==> src/rtl/blink_seq_ctrl.sv <==
// blink_seq_ctrl: two-bit LED pattern sequencer on the board clock.
// A synchronous prescaler tick acts as the step enable; no derived clocks.
module blink_seq_ctrl #(
    parameter int CNT_W   = 26,
    parameter int DIV_RST = 4
) (
    input  logic             clk,
    input  logic             reset,
    input  logic [CNT_W-1:0] div_in,
    input  logic             div_ld,
    input  logic [1:0]       mode,
    input  logic             S,
    output logic             tick,
    output logic [1:0]       L
);

    typedef enum logic [1:0] {
        STEP0,
        STEP1,
        STEP2,
        STEP3
    } step_t;

    step_t            state;
    step_t            state_d;
    logic [1:0]       idx_d;
    logic [1:0]       mode_q;
    logic [1:0]       pat_d;
    logic [CNT_W-1:0] div_q;
    logic [CNT_W-1:0] div_eff;
    logic [CNT_W-1:0] cnt;
    logic             mode_chg;
    logic             wrap;

    assign mode_chg = mode != mode_q;
    // Divisors of 0 and 1 both mean a tick on every cycle.
    assign div_eff  = (div_q > CNT_W'(1)) ? div_q : CNT_W'(1);
    assign wrap     = cnt == div_eff - CNT_W'(1);

    always_ff @(posedge clk or negedge reset) begin
        if (!reset) begin
            state  <= STEP0;
            mode_q <= 2'b00;
        end else begin
            state  <= state_d;
            mode_q <= mode;
        end
    end

    always_comb begin
        state_d = state;
        if (mode_chg) begin
            state_d = STEP0;
        end else if (tick && !S) begin
            state_d = step_t'(state + 2'd1);
        end
    end

    assign idx_d = state_d;

    // Decode against the incoming mode so L tracks mode_q and state together.
    always_comb begin
        pat_d = 2'b00;
        unique case (mode)
            2'b00: pat_d = idx_d;
            2'b01: pat_d = idx_d ^ {1'b0, idx_d[1]};
            2'b10: pat_d = idx_d[0] ? 2'b10 : 2'b01;
            2'b11: pat_d = idx_d[0] ? 2'b11 : 2'b00;
            default: pat_d = 2'b00;
        endcase
    end

    always_ff @(posedge clk or negedge reset) begin
        if (!reset) begin
            div_q <= CNT_W'(DIV_RST);
            cnt   <= '0;
            tick  <= 1'b0;
            L     <= 2'b00;
        end else begin
            L <= S ? 2'b00 : pat_d;
            if (div_ld) begin
                div_q <= div_in;
                cnt   <= '0;
                tick  <= 1'b0;
            end else if (mode_chg) begin
                cnt  <= '0;
                tick <= 1'b0;
            end else if (S) begin
                tick <= 1'b0;
            end else if (wrap) begin
                cnt  <= '0;
                tick <= 1'b1;
            end else begin
                cnt  <= cnt + CNT_W'(1);
                tick <= 1'b0;
            end
        end
    end

endmodule

==> config.mk <==
export PLATFORM = sky130hd
export DESIGN_NAME = blink_seq_ctrl
export DESIGN_NICKNAME = d
export VERILOG_FILES = /design/src/rtl/blink_seq_ctrl.sv
export SDC_FILE = /design/constraint.sdc
export NUM_CORES = 1
export LEC_CHECK = 0
export ABC_AREA = 1
export CORE_MARGIN = 3
export CORE_UTILIZATION = 51
export CTS_BUF_LIST = sky130_fd_sc_hd__clkbuf_4 sky130_fd_sc_hd__clkbuf_8
export CTS_CLUSTER_SIZE = 16
export DETAILED_ROUTE_END_ITERATION = 8
export PLACE_DENSITY = 0.82
export SLEW_MARGIN = 25
export SYNTH_ARGS = -nofsm -noshare
export SYNTH_HDL_FRONTEND = slang
export SYNTH_SLANG_ARGS = --single-unit
==> constraint.sdc <==
create_clock -name clk -period 3.7 [get_ports clk]
set_clock_uncertainty 0.1 [all_clocks]
set_input_delay 0.37 -clock clk [delete_from_list [all_inputs] [get_ports clk]]
set_output_delay 0.37 -clock clk [all_outputs]
set_load 0.02 [all_outputs]
==> run metrics <==
run status finished clean; initial antenna violation count 0; Setup crit end kind flop; Switching Share 30.06%; top cells by area, synth dfrtp_1 (34%), nand2_1 (11%), xor2_1 (7.0%), inv_1 (5.8%), nor2_1 (4.8%); Int Pwr 1.171 mW; Crit Path Class flop to flop; CP Launch Type flop; WHS Endpoint state[1]$_DFF_PN0_; register area share after synthesis 34.64%; Rel. slew slack 47.44%; root buffer cell clkbuf_8; setup_tns 0 ns; ratio of cells with drive above 1 in the final layout 17.66%; TritonCTS Buffers 9; final period utilization 92.09%; Max VDD drop 0.0001947 V; drt drc 0; CTS resizes 0; routed len/inst 14.93 µm; clock power share 37.1%; Hold Path Depth 3; reg2reg setup slack 0.29 ns; I/O pin cnt 35; Total GRT Usage 23.20%; placer's final routability congestion estimate 0.9413; Post-Synthesis Cells 566; largest net degree at the start of global routing 48; Slew @ Worst Pin 0.7824 ns; CORE AREA 0.007928 mm²; violation count after the first detailed-route iteration 199; Final Hold Fails 0; via count 3669; hold path start state[1]$_DFF_PN0_; DRT Wirelength 10570 µm; ANT nets after route 0; Design Power 1.675 mW; total gr overflow 0; width of the die 97.45 µm; Worst Reg2Reg Path Length in Cells 20; worst r2r dst cnt[25]$_DFFE_PN0P_; DR pass1 iterations 5; Gate power share 19.7%; final setup vio count 0; f_max 293.5 MHz; Starting Density 53.80%; CTS max path bufs 2; commonest non-fill, non-tap cell in the layout nand2_1; vias per std cell 5.182; die area 0.009497 mm²; final core utilization 61.73%; Mapped Area 0.004265 mm²; clock sinks 59; Power Dens Cells 342.3 mW/mm²; number of global-route vias before repair 3679; buffers added on ports 34; H-tree depth 3; sequential share of power 43.2%; P_sw 0.5035 mW; Clk pin slew, worst setup/hold paths 0.08 ns; Area growth, synth to finish 14.73%; ANT cells 0; Yosys reg bits 59; r2r startpoint div_q[2]$_DFFE_PN1P_; first-pass GRT wire length 17740 µm; average size of a mapped cell 7.536 µm²; Pleak 2.177 nW; hpwl dp 8340 µm; clk_lat worst skew 0.35 ns; max-cap viol count 0; dpl cells 692; CP required 3.80 ns; most frequent cells in the layout nand2_1 (129), inv_1 (66), dfrtp_1 (58), nor2_1 (54), xor2_1 (34); Non-Filler Instances 708; Synth area leader dfrtp_1; min Tclk post-route 3.407 ns; chip height 97.45 µm; Post-Syn Nets 600; Worst Path Max Fanout 23; Distinct cells, synth 38; share of Yosys cell area claimed by the top area cell type 34.03%; data arrival time of the worst path 3.51 ns; unrepaired setup endpoints after global routing false; pins over their slew limit 0; # rows 32; NumNets Final 636; CTS tree done; min-delay worst type flop to flop; Yosys Warn Count 0
==> critical path: stages (launching register included) <==
cell     delay (ns)
dfstp_2        0.59
inv_2          0.07
nand3_2        0.10
nor2_4         0.03
nand2_2        0.07
nor2_4         0.05
nor2_8         0.16
ha_1           0.23
nand2_2        0.08
nor2_4         0.15
nand2_2        0.12
nor2_4         0.14
inv_2          0.05
nor2_2         0.12
nand4_1        0.11
xor2_1         0.21
nand3_1        0.12
nor2_2         0.13
nand3_2        0.13
nand2_4        0.34
o21ai_0        0.15
==> cell families after synthesis <==
| logic type | count (synthesis) | share of synthesized area (%) |
|---|---|---|
| buffers and inverters | 93 | 8.947 |
| XOR/XNOR | 57 | 11.70 |
| flip-flops | 59 | 34.64 |
| AO/OA/AOI/OAI | 59 | 9.299 |
| multiplexers | 6 | 1.584 |
| AND/OR/NAND/NOR | 290 | 33.24 |
| adder cells (fa/ha/maj) | 2 | 0.5866 |
==> power groups by stage <==
stage | Combinational [mW] | Sequential (mW) | Clock (mW)
4_1_cts | 0.329 | 0.724 | 0.631
6_report | 0.329 | 0.724 | 0.621
5_1_grt | 0.365 | 0.729 | 0.655
2_1_floorplan | 0.226 | 0.726 | 0
3_3_place_gp | 0.320 | 0.734 | 0
3_5_place_dp | 0.325 | 0.736 | 0
==> state kept, by name, indices dropped and copies added, names as in the netlist <==
register,count
state,2
tick,1
cnt,26
mode_q,2
div_q,26
L,2
==> worst max-delay path by stage <==
stage                    startpoint                  end  slack (ns)  cells after the start
6_report       div_q[2]$_DFFE_PN1P_  cnt[25]$_DFFE_PN0P_        0.29                     20
5_1_grt        div_q[2]$_DFFE_PN1P_  cnt[25]$_DFFE_PN0P_        0.02                     20
4_1_cts        div_q[2]$_DFFE_PN1P_  cnt[25]$_DFFE_PN0P_        0.30                     20
3_5_place_dp   div_q[2]$_DFFE_PN1P_  cnt[25]$_DFFE_PN0P_        0.32                     20
3_3_place_gp   div_q[2]$_DFFE_PN1P_   cnt[2]$_DFFE_PN0P_        0.49                     20
2_1_floorplan  div_q[2]$_DFFE_PN1P_  cnt[18]$_DFFE_PN0P_        0.82                     21
==> synthesized netlist by cell type, drive strengths merged <==
library cell / count
nand3b: 3
o21ai: 48
o21bai: 4
inv: 78
o21a: 1
nor2: 76
o211ai: 1
nor3: 12
dfstp: 1
nand2: 140
xor2: 34
dfrtp: 58
mux2: 6
or3: 1
xnor2: 23
a21oi: 4
a2bb2oi: 1
buf: 3
nand3: 41
or2: 1
and3: 1
clkbuf: 12
nor4: 2
ha: 2
nand4: 13
==> routing by layer <==
metal  vias to the layer above  wire, µm  GRT usage (%)
met5                         -         0              0
met4                         0       214          8.733
met3                        17       391          4.092
met2                        76      5054          37.90
met1                      1729      4908          30.74
li1                       1847         -              -
==> cell type report <==
type,count,area (µm²)
clock buffers,13,166.4
clock inverters,2,35.03
fillers,712,3034
inverters,78,292.8
multi-input cells,414,2411
flip-flops and latches,59,1478
well taps,102,127.6
repair buffers,40,382.9
==> timing repair <==
action | in CTS | in global routing
hold buffers | 1 | 0
buffers inserted | 0 | 0
hold endpoints to repair | 27 | 0
==> through the flow <==
step	worst slack (ns)	cell area, µm²	hold WS (ns)
finish	0.2928	4893	0.4612
global route	0.01685	4893	0.4897
CTS	0.2950	4893	0.4666
detailed placement	0.3178	4682	0.3371
global placement	0.4938	4682	0.3296
floorplan	0.8172	4265	-0.02559
No activity file was read; power rests on OpenSTA's default activity.
